## src/rtl/m_mc_ctrl_if.sv

```systemverilog
// Control bus between the multi-cycle sequencer and the five-stage datapath.
// The master side is the sequencer: it consumes decode/handshake inputs and
// produces the per-stage enables and status.
interface m_mc_ctrl_if #(
    parameter int CW = 32
);
    logic [4:0]    w_opcode5;
    logic          w_dmem_rdy;
    logic          w_halt_req;
    logic          w_pc_we;
    logic          w_ir_we;
    logic          w_rf_we;
    logic          w_dmem_re;
    logic          w_dmem_we;
    logic          w_wb_sel_ld;
    logic [2:0]    w_state;
    logic          w_halted;
    logic          w_err;
    logic [CW-1:0] w_icnt;

    modport master (
        input  w_opcode5, w_dmem_rdy, w_halt_req,
        output w_pc_we, w_ir_we, w_rf_we, w_dmem_re, w_dmem_we, w_wb_sel_ld,
        output w_state, w_halted, w_err, w_icnt
    );

    modport slave (
        output w_opcode5, w_dmem_rdy, w_halt_req,
        input  w_pc_we, w_ir_we, w_rf_we, w_dmem_re, w_dmem_we, w_wb_sel_ld,
        input  w_state, w_halted, w_err, w_icnt
    );
endinterface

```

## src/rtl/m_mc_ctrl.sv

```systemverilog
// Multi-cycle sequencing controller for the IF/ID/EX/MA/WB datapath.
// Steps one instruction at a time through the stages, issuing PC/IR/RF/DMEM
// enables decoded from the state register and the current opcode class.
// Data-memory accesses wait on a ready handshake guarded by a watchdog;
// a halt request is honoured only at instruction boundaries.
module m_mc_ctrl #(
    parameter int TIMEOUT = 15,
    parameter int CW      = 32
) (
    input  logic        w_clk,
    input  logic        w_rst_n,
    m_mc_ctrl_if.master bus
);

    // Wait counter holds 0..TIMEOUT-1 while an access is outstanding.
    localparam int             WCW       = (TIMEOUT < 2) ? 1 : $clog2(TIMEOUT + 1);
    localparam bit             WD_EN     = (TIMEOUT > 0);
    localparam logic [WCW-1:0] WAIT_LAST = WCW'((TIMEOUT < 1) ? 0 : TIMEOUT - 1);

    typedef enum logic [2:0] {
        S_IF   = 3'd0,
        S_ID   = 3'd1,
        S_EX   = 3'd2,
        S_MA   = 3'd3,
        S_WB   = 3'd4,
        S_HALT = 3'd5,
        S_RST  = 3'd7
    } state_t;

    typedef enum logic [1:0] {
        C_WR = 2'd0,
        C_LD = 2'd1,
        C_ST = 2'd2,
        C_BR = 2'd3
    } cls_t;

    state_t         state_q;
    state_t         state_d;
    state_t         bnd_next;
    cls_t           cls;
    logic [WCW-1:0] wait_q;
    logic           wait_clr;
    logic           wait_inc;
    logic           err_q;
    logic           err_set;
    logic [CW-1:0]  icnt_q;

    logic pc_we;
    logic ir_we;
    logic rf_we;
    logic dmem_re;
    logic dmem_we;
    logic wb_sel_ld;

    // Opcode class decode from IR[6:2]; everything not LD/ST/BR writes a register.
    always_comb begin
        cls = C_WR;
        case (bus.w_opcode5)
            5'b00000: cls = C_LD;
            5'b01000: cls = C_ST;
            5'b11000: cls = C_BR;
            default:  cls = C_WR;
        endcase
    end

    // Instruction boundary: a pending halt request parks the sequencer.
    always_comb begin
        bnd_next = bus.w_halt_req ? S_HALT : S_IF;
    end

    // Next-state and strobe decode; strobes are pure functions of state and class.
    always_comb begin
        state_d   = S_RST;
        pc_we     = 1'b0;
        ir_we     = 1'b0;
        rf_we     = 1'b0;
        dmem_re   = 1'b0;
        dmem_we   = 1'b0;
        wb_sel_ld = 1'b0;
        wait_clr  = 1'b0;
        wait_inc  = 1'b0;
        err_set   = 1'b0;
        case (state_q)
            S_RST: state_d = S_IF;
            S_IF: begin
                ir_we   = 1'b1;
                state_d = S_ID;
            end
            S_ID: state_d = S_EX;
            S_EX: begin
                case (cls)
                    C_LD, C_ST: begin
                        wait_clr = 1'b1;
                        state_d  = S_MA;
                    end
                    C_BR: begin
                        pc_we   = 1'b1;
                        state_d = bnd_next;
                    end
                    default: state_d = S_WB;
                endcase
            end
            S_MA: begin
                dmem_re = (cls == C_LD);
                dmem_we = (cls == C_ST);
                // Ready wins over the watchdog on the same edge.
                if (bus.w_dmem_rdy) begin
                    if (cls == C_ST) begin
                        pc_we   = 1'b1;
                        state_d = bnd_next;
                    end else begin
                        state_d = S_WB;
                    end
                end else if (WD_EN && (wait_q == WAIT_LAST)) begin
                    err_set = 1'b1;
                    state_d = S_HALT;
                end else begin
                    wait_inc = 1'b1;
                    state_d  = S_MA;
                end
            end
            S_WB: begin
                rf_we     = 1'b1;
                pc_we     = 1'b1;
                wb_sel_ld = (cls == C_LD);
                state_d   = bnd_next;
            end
            S_HALT: begin
                // A watchdog error pins the sequencer here until reset.
                state_d = (err_q || bus.w_halt_req) ? S_HALT : S_IF;
            end
            default: state_d = S_RST;
        endcase
    end

    // State register.
    always_ff @(posedge w_clk or negedge w_rst_n) begin
        if (!w_rst_n) begin
            state_q <= S_RST;
        end else begin
            state_q <= state_d;
        end
    end

    // MA wait counter: cleared on entry to MA, saturating while ready is low.
    always_ff @(posedge w_clk or negedge w_rst_n) begin
        if (!w_rst_n) begin
            wait_q <= '0;
        end else if (wait_clr) begin
            wait_q <= '0;
        end else if (wait_inc && (wait_q != {WCW{1'b1}})) begin
            wait_q <= wait_q + WCW'(1);
        end
    end

    // Sticky watchdog error, cleared only by reset.
    always_ff @(posedge w_clk or negedge w_rst_n) begin
        if (!w_rst_n) begin
            err_q <= 1'b0;
        end else if (err_set) begin
            err_q <= 1'b1;
        end
    end

    // Retired-instruction count: one per PC update, wrapping.
    always_ff @(posedge w_clk or negedge w_rst_n) begin
        if (!w_rst_n) begin
            icnt_q <= '0;
        end else if (pc_we) begin
            icnt_q <= icnt_q + CW'(1);
        end
    end

    assign bus.w_pc_we     = pc_we;
    assign bus.w_ir_we     = ir_we;
    assign bus.w_rf_we     = rf_we;
    assign bus.w_dmem_re   = dmem_re;
    assign bus.w_dmem_we   = dmem_we;
    assign bus.w_wb_sel_ld = wb_sel_ld;
    assign bus.w_state     = state_q;
    assign bus.w_halted    = (state_q == S_HALT);
    assign bus.w_err       = err_q;
    assign bus.w_icnt      = icnt_q;

endmodule

```

## src/flat_wrapper.sv

```systemverilog
// flat-port wrapper written by rule: the top's interface ports become plain ports
module m_mc_ctrl_flat 
#(
    parameter int TIMEOUT = 15,
    parameter int CW      = 32
)
  (w_clk, w_rst_n, bus_w_opcode5, bus_w_dmem_rdy, bus_w_halt_req, bus_w_pc_we, bus_w_ir_we, bus_w_rf_we, bus_w_dmem_re, bus_w_dmem_we, bus_w_wb_sel_ld, bus_w_state, bus_w_halted, bus_w_err, bus_w_icnt);
  m_mc_ctrl_if #(.CW(CW)) bus_i ();
  input  logic w_clk;
  input  logic w_rst_n;
  input wire logic [$bits(bus_i.w_opcode5)-1:0] bus_w_opcode5;
  input wire logic [$bits(bus_i.w_dmem_rdy)-1:0] bus_w_dmem_rdy;
  input wire logic [$bits(bus_i.w_halt_req)-1:0] bus_w_halt_req;
  output wire logic [$bits(bus_i.w_pc_we)-1:0] bus_w_pc_we;
  output wire logic [$bits(bus_i.w_ir_we)-1:0] bus_w_ir_we;
  output wire logic [$bits(bus_i.w_rf_we)-1:0] bus_w_rf_we;
  output wire logic [$bits(bus_i.w_dmem_re)-1:0] bus_w_dmem_re;
  output wire logic [$bits(bus_i.w_dmem_we)-1:0] bus_w_dmem_we;
  output wire logic [$bits(bus_i.w_wb_sel_ld)-1:0] bus_w_wb_sel_ld;
  output wire logic [$bits(bus_i.w_state)-1:0] bus_w_state;
  output wire logic [$bits(bus_i.w_halted)-1:0] bus_w_halted;
  output wire logic [$bits(bus_i.w_err)-1:0] bus_w_err;
  output wire logic [$bits(bus_i.w_icnt)-1:0] bus_w_icnt;
  assign bus_i.w_opcode5 = bus_w_opcode5;
  assign bus_i.w_dmem_rdy = bus_w_dmem_rdy;
  assign bus_i.w_halt_req = bus_w_halt_req;
  assign bus_w_pc_we = bus_i.w_pc_we;
  assign bus_w_ir_we = bus_i.w_ir_we;
  assign bus_w_rf_we = bus_i.w_rf_we;
  assign bus_w_dmem_re = bus_i.w_dmem_re;
  assign bus_w_dmem_we = bus_i.w_dmem_we;
  assign bus_w_wb_sel_ld = bus_i.w_wb_sel_ld;
  assign bus_w_state = bus_i.w_state;
  assign bus_w_halted = bus_i.w_halted;
  assign bus_w_err = bus_i.w_err;
  assign bus_w_icnt = bus_i.w_icnt;
  m_mc_ctrl #(.TIMEOUT(TIMEOUT), .CW(CW)) u_core (.w_clk(w_clk), .w_rst_n(w_rst_n), .bus(bus_i));
endmodule
```

## config.mk

```make
export PLATFORM = sky130hd
export DESIGN_NAME = m_mc_ctrl_flat
export DESIGN_NICKNAME = d
export VERILOG_FILES = /design/src/rtl/m_mc_ctrl_if.sv /design/src/rtl/m_mc_ctrl.sv /design/src/flat_wrapper.sv
export SDC_FILE = /design/constraint.sdc
export NUM_CORES = 1
export LEC_CHECK = 0
export CELL_PAD_IN_SITES_DETAIL_PLACEMENT = 0
export CELL_PAD_IN_SITES_GLOBAL_PLACEMENT = 2
export CORE_AREA = 2 2 72 108
export CTS_CLUSTER_SIZE = 24
export DETAILED_ROUTE_END_ITERATION = 6
export DIE_AREA = 0 0 74 110
export PLACE_DENSITY_LB_ADDON = 0.08
export RECOVER_POWER = 50
export SYNTH_ARGS = -nofsm -noshare
export SYNTH_HDL_FRONTEND = slang
export SYNTH_SLANG_ARGS = --single-unit
```

## constraint.sdc

```tcl
create_clock -name w_clk -period 5.9 [get_ports w_clk]
set_clock_uncertainty 0.15 [all_clocks]
set_input_delay 0.885 -clock w_clk [delete_from_list [all_inputs] [get_ports w_clk]]
set_output_delay 0.885 -clock w_clk [all_outputs]
set_load 0.03 [all_outputs]
```

==> flow_summary.yaml <==
grt:
  antenna_found_initial: 0
  grt_start_max_net_pins: 41
  grt-ovfl-total: 0
  grt_first_pass_wirelength_um: 10220
  use_met1_pct: 19.87
  grt.busiest_layer: "met2"
  grt_util_met3_pct: 2.455
  track_usage_pct: 16.43
  grt_pass1_vias: 1962
  grt_use_met2_pct: 29.40
clocking:
  clk_pin_slew_ps: 80
  cts_hold_buf: 0
  postCtsSetupBuffers: 0
  cts.sinks: 40
  htreeDepth: 2
  numCtsBuffers: 5
  cts_tree: "built"
  cts_buffer_depth: 2
  root_buffer: "clkbuf_8"
  post_cts_resized: 0
  clock_latency_ps: 290
pwr:
  vdd_ir_drop_max_v: 0.0002187
  cellPowerDensity_nw_per_um2: 319.2
  p_leak_nw: 1.102
final_layout:
  drive_gt1_share_pct: 10.41
  fillers: 724
  regArea_um2: 1005
  nets: 285
  final_util_pct: 42.92
  multi_input_area_um2: 1277
  antenna_cells: 0
  area_growth_pct: 30.11
hold_path:
  hp-class: "reg2reg"
floorplanning:
  die_area_um2: 8140
  die_y_um: 110
  boundaryPins: 52
  initial_utilization_pct: 32.99
  die_x_um: 74
  coreArea_um2: 7179
  num_rows: 38
setup_path:
  cp_slowest_cell: "clkdlybuf4s50_1"
  crit_fanout: 19
  endpoint_kind: "output pin"
  worstPathRequired_ps: 4870
  critical_path_class: "in2out"
  worstPathArrival_ps: 3720
  cp_top_family: "buffers and inverters"
  cp_slowest_stage_delay_ps: 630
  crit_path_start_kind: "input pin"
  critPathBufInv: 4
  path_cells: "dlygate4sd3_1 -> nor3_1 -> and2_0 -> inv_1 -> ha_1 -> and3_1 -> o211ai_4 -> buf_4 -> nand2_1 -> clkdlybuf4s50_1"
routing:
  remaining_drc_errors: 0
  finalWirelength_um: 6115
  wl_per_cell_um: 16.57
  dr.pass1.iters: 4
  drt_iter0_markers: 39
  drtAntennaViolNets: 0
  viasPerCell: 5.144
  vias: 1898
synthesis:
  netlist_top_cells_count: "37 x dfrtp_1, 21 x xor2_1, 16 x nand2_1"
  syn_area_um2: 2369
  ys_seq_elements: 40
  synth_edf_count: 0
  synth_top_area_cell: "dfrtp_1"
  synth_nets: 237
  synth_top_cell_area_share_pct: 39.09
  yosysMostFrequentCell: "dfrtp_1"
  synth.area.top_cells: "dfrtp_1 39%, xor2_1 7.8%, xnor2_1 5.2%, a2111oi_4 4.6%, ha_1 3.7%"
  synthCells: 221
  avgSynthCellArea_um2: 10.72
  ys_seq_area_share_pct: 42.42
  ys_async_sr_fraction_pct: 100.0
  ys.flop_type: "dfrtp_1"
  ys_warn_count: 0
  ys_types: 41
timing:
  tightest_slew_ps: 2178
  relSlewSlack_pct: -45.23
  setup_viol: 0
  grt_setup_unrepaired: "no"
  finalHoldViolCount: 0
  finalSetupTns_ps: 0
  fmax_ghz: 0.2103
  layout_min_cycle_time_ps: 4755
  slew_violations: 41
  post-route-period-util_pct: 80.59
placement:
  dp_hpwl_um: 4357
  place_congestion: 0.7298
  numPortBuffers: 51
outcome:
  status: "complete, but fails checks"
  violations: "capacitance limit, slew limit"
run:
  maxCapViolations: 1
## layout make-up
class	instances	area share, %
flip-flops and latches	40	32.60
repair buffers	53	16.85
multi-input cells	162	41.45
inverters	7	0.8526
well taps	100	4.060
clock inverters	2	1.949
clock buffers	5	2.233
## layer usage
layer  vias to the layer above  share of wire, %
li1                        910                 -
met1                       951                42
met2                        31                54
met3                         6               2.6
met4                         0               1.3
met5                         -                 0
## worst register-to-register path, delay by kind of cell (launching register included)
family,cells,cell delay [ps]
AO/OA/AOI/OAI,1,430
XOR/XNOR,1,200
flip-flops,1,500
AND/OR/NAND/NOR,2,1050
## through the flow
| stage | power [mW] | hold WS, ps | setup WS [ps] | instance area (µm²) | instances |
|---|---|---|---|---|---|
| finish | 0.9835 | 319.6 | 1145 | 3082 | 369 |
| CTS | 0.9993 | 329.7 | 1292 | 3083 | 369 |
| global placement | 0.7289 | 308.6 | 1325 | 2954 | 362 |
| floorplan | 0.5964 | 388.2 | 2200 | 2369 | 221 |
| detailed placement | 0.7288 | 315.9 | 1314 | 2954 | 362 |
| global route | 1.046 | 347.7 | 951.3 | 3082 | 369 |
## layout by cell type (no fill, tap or decap), drive strengths merged, types with 2 or more instances in the layout
cell type / instances
and3: 8
nand2b: 3
nand3: 8
clkdlybuf4s50: 33
and4: 5
a21oi: 6
dlygate4sd3: 17
dfrtp: 37
nand2: 16
dfstp: 3
nor3: 4
bufinv: 2
and2: 6
buf: 2
nand4: 7
nor2: 9
o211ai: 7
a2111oi: 13
xor2: 21
o2111ai: 6
clkbuf: 6
inv: 7
ha: 7
xnor2: 14
a211oi: 5
o21ai: 6
## report_power, final
part,total (mW),internal [mW],leakage (nW),switching (mW)
combinational,0.324,0.130,0.596,0.194
clock,0.266,0.167,0.0642,0.0990
sequential,0.394,0.321,0.442,0.0730
## sequential cells by signal, summed over array words and instances, names as in the netlist
name / flops
u_core.bus.w_state: 3
u_core.bus.w_err: 1
u_core.bus.w_icnt: 32
u_core.wait_q: 4
## cells by family after synthesis
group / synth area share (%)
flip-flops: 42.42
AND/OR/NAND/NOR: 16.43
multiplexers: 0.4754
buffers and inverters: 3.645
adder cells (fa/ha/maj): 3.698
AO/OA/AOI/OAI: 20.39
XOR/XNOR: 12.94
## final timing paths
check                                                       start                                end  slack [ps]  depth (start not counted)
worst min register to register  u_core.bus.w_icnt[31]$_DFFE_PN0P_  u_core.bus.w_icnt[31]$_DFFE_PN0P_         320                          1
min in group asynchronous                                 w_rst_n  u_core.bus.w_icnt[20]$_DFFE_PN0P_        1070                          1
max in group asynchronous                                 w_rst_n  u_core.bus.w_icnt[23]$_DFFE_PN0P_        3270                          1
worst max-delay path                             bus_w_opcode5[1]                        bus_w_pc_we        1150                         10
worst min-delay path            u_core.bus.w_icnt[31]$_DFFE_PN0P_  u_core.bus.w_icnt[31]$_DFFE_PN0P_         320                          1
worst max register to register   u_core.bus.w_icnt[6]$_DFFE_PN0P_  u_core.bus.w_icnt[21]$_DFFE_PN0P_        3500                          4
Power figures use the tool's default switching activity.
==> RTL change (same flow settings) <==
Make the reset (`w_rst_n`) synchronous in 4 clocked blocks.
--- a/src/rtl/m_mc_ctrl.sv
+++ b/src/rtl/m_mc_ctrl.sv
@@ -135,5 +135,5 @@
 
     // State register.
-    always_ff @(posedge w_clk or negedge w_rst_n) begin
+    always_ff @(posedge w_clk) begin
         if (!w_rst_n) begin
             state_q <= S_RST;
@@ -144,5 +144,5 @@
 
     // MA wait counter: cleared on entry to MA, saturating while ready is low.
-    always_ff @(posedge w_clk or negedge w_rst_n) begin
+    always_ff @(posedge w_clk) begin
         if (!w_rst_n) begin
             wait_q <= '0;
@@ -155,5 +155,5 @@
 
     // Sticky watchdog error, cleared only by reset.
-    always_ff @(posedge w_clk or negedge w_rst_n) begin
+    always_ff @(posedge w_clk) begin
         if (!w_rst_n) begin
             err_q <= 1'b0;
@@ -164,5 +164,5 @@
 
     // Retired-instruction count: one per PC update, wrapping.
-    always_ff @(posedge w_clk or negedge w_rst_n) begin
+    always_ff @(posedge w_clk) begin
         if (!w_rst_n) begin
             icnt_q <= '0;
Behaviour: differs if w_rst_n is asserted again (counterexample within 4 cycles, from zero or initial values and one cycle with w_rst_n low); with w_rst_n held inactive, the same outputs for 10 cycles.
==> RTL change against the original RTL <==
- via count grew 5.8%
- sequential share of layout area shrank 4.4 points
- design area is 7.8% lower
- first-iteration DRC count up 110%
- register-to-register slack lost 0.24 ns
- count of clock-buffer cells in the layout grew 1
- critical path depth increased by 1
- routed wire length down 3.3%
- sequential cell count is the same
- area after synthesis is 8.9% lower
- worst setup slack improved by 0.090 ns
- highest routed layer unchanged
Power is not compared: it rests on default switching activity, and its combinational part moved more than twofold at a synthesized area within 25%.
==> RTL change: results (changes against the original RTL) <==
clock_network:
  post_cts_buffers: 0  # unchanged
  cts_buffers: 5  # unchanged
  ctsResizeCount: 0  # unchanged
  clk_pin_slew_ns: 0.08  # about the same
  ctsHoldBuffers: 0  # unchanged
  clk_latency_ns: 0.29  # about the same
  cts_max_level: 2  # unchanged
  clockBufferDepth: 2  # unchanged
  cts-root-buf: "clkbuf_8"  # unchanged
drt:
  drtIter0Drc: 80  # was 39
  routed.top_layer: "met4"  # unchanged
  wl_met2_um: 3074  # was 3296 um
  wirelength_met1_um: 2476  # was 2575 um
  drt_wl_total_um: 5916  # was 6115 um
  wl_met3_um: 244  # was 160 um
  firstDrtPassIters: 4  # unchanged
  viasPerCell: 4.985  # was 5.144
layout:
  largest_reg_flops: 32  # unchanged
  final_nets: 319  # was 285
  drive_above_1_share_pct: 4.950  # was 10.41%
  fill_cells: 754  # was 724
  antenna_cells: 0  # unchanged
critical_path:
  crit_path_max_fanout: 24  # was 19
  crit_arrival_ns: 3.63  # was 3.72 ns
floorplanning:
  rows: 38  # unchanged
logic_synthesis:
  seq_area_frac_synth_pct: 37.10  # was 42.42%
  yosys_warnings: 0  # unchanged
  yosysTopAreaCellShare_pct: 37.10  # was 39.09%
  synth_nets: 270  # was 237
  synthArstFlopShare_pct: 0  # was 100.0%
  yosysUniqueCellTypes: 38  # was 41
  synth_edf_count: 0  # unchanged
  synth_common_cells: "dfxtp_1, nor2_1, xor2_1"  # was dfrtp_1, xor2_1, nand2_1
  synthTopCellsByArea: "dfxtp_1, xor2_1, nor2_1"  # was dfrtp_1, xor2_1, xnor2_1
global_route:
  grt_pass1_wl_um: 9770  # was 10,220 um
  grt_max_degree: 29  # was 41
  track_usage_pct: 15.61  # was 16.43%
  grt_pass1_vias: 1909  # was 1,962
  antenna_found_initial: 0  # unchanged
run_status:
  outcome: "complete, no violations"  # was finished, violations left
timing:
  worst_slew_pin_slew_ns: 0.9896  # was 2.178 ns
placed_design:
  io_buffers: 51  # unchanged
  gp_congestion: 0.7535  # was 0.7298
  placed_cell_area_sq_um: 2764  # was 2954 sq um
  hpwl_um: 4199  # was 4357 um
hold_path:
  hold_path_class: "flip-flop to flip-flop"  # unchanged
power:
  peakVddDrop_mv: 0.1073
  power.leakage_uw: 0.001122
==> RTL change: stage by stage <==
step,utilization [%],hold WS [ns],std cells,setup slack [ns]
6_report,39.58,0.3373,403,1.235
5_1_grt,39.58,0.3609,403,1.030
4_1_cts,39.58,0.3502,403,1.368
3_5_place_dp,38.50,0.3388,396,1.376
3_3_place_gp,38.50,0.3315,396,1.403
2_1_floorplan,-,0.3601,254,2.314
==> RTL change: cell families after synthesis <==
| family | after synthesis | synth area share (%) |
|---|---|---|
| xor gates and xnor gates | 25 | 10.14 |
| AOI/OAI and AO/OA | 62 | 19.77 |
| DFF | 40 | 37.10 |
| adders and majority gates | 7 | 4.058 |
| and+or+nand+nor | 95 | 23.83 |
| muxes | 2 | 0.9276 |
| buffers and inverters | 23 | 4.174 |
==> RTL change: critical path, stage by stage <==
cell and delay [ns]:
dlygate4sd3_1 0.53, nor3_1 0.22, nand2_1 0.13, inv_1 0.09, ha_1 0.21, nand3_1 0.14
a211oi_4 0.27, buf_4 0.30, nor2_1 0.12, inv_1 0.07, clkdlybuf4s50_1 0.66
==> RTL change: worst paths after layout <==
check                                           from                            endpoint  slack [ns]  depth (start not counted)
hold reg to reg   u_core.bus.w_icnt[31]$_SDFFE_PN0P_  u_core.bus.w_icnt[31]$_SDFFE_PN0P_        0.34                          2
setup reg to reg    u_core.bus.w_state[0]$_SDFF_PN1_  u_core.bus.w_icnt[31]$_SDFFE_PN0P_        3.26                          6
hold / removal    u_core.bus.w_icnt[31]$_SDFFE_PN0P_  u_core.bus.w_icnt[31]$_SDFFE_PN0P_        0.34                          2
setup / recovery                    bus_w_opcode5[1]                         bus_w_pc_we        1.23                         11
==> RTL change: cell type report <==
cell class	count	area share, %
clock buffers	6	2.554
repair buffers	53	18.49
flip-flops and latches	40	28.18
inverters	12	1.585
well taps	100	4.403
multi-input cells	191	44.61
clock inverters	1	0.1761
==> RTL change: power breakdown <==
part / total [uW] / internal [uW] / switching (uW)
Sequential: 292 / 276 / 16.1
Clock: 177 / 80.6 / 96.3
Combinational: 84.3 / 32.9 / 51.4
Total: 553 / 390 / 164
==> RTL change: per-layer routing <==
layer,track usage (%),vias to the layer above
met5,0,-
met4,5.714,0
met3,3.364,8
met2,27.36,44
met1,18.34,945
li1,-,1012
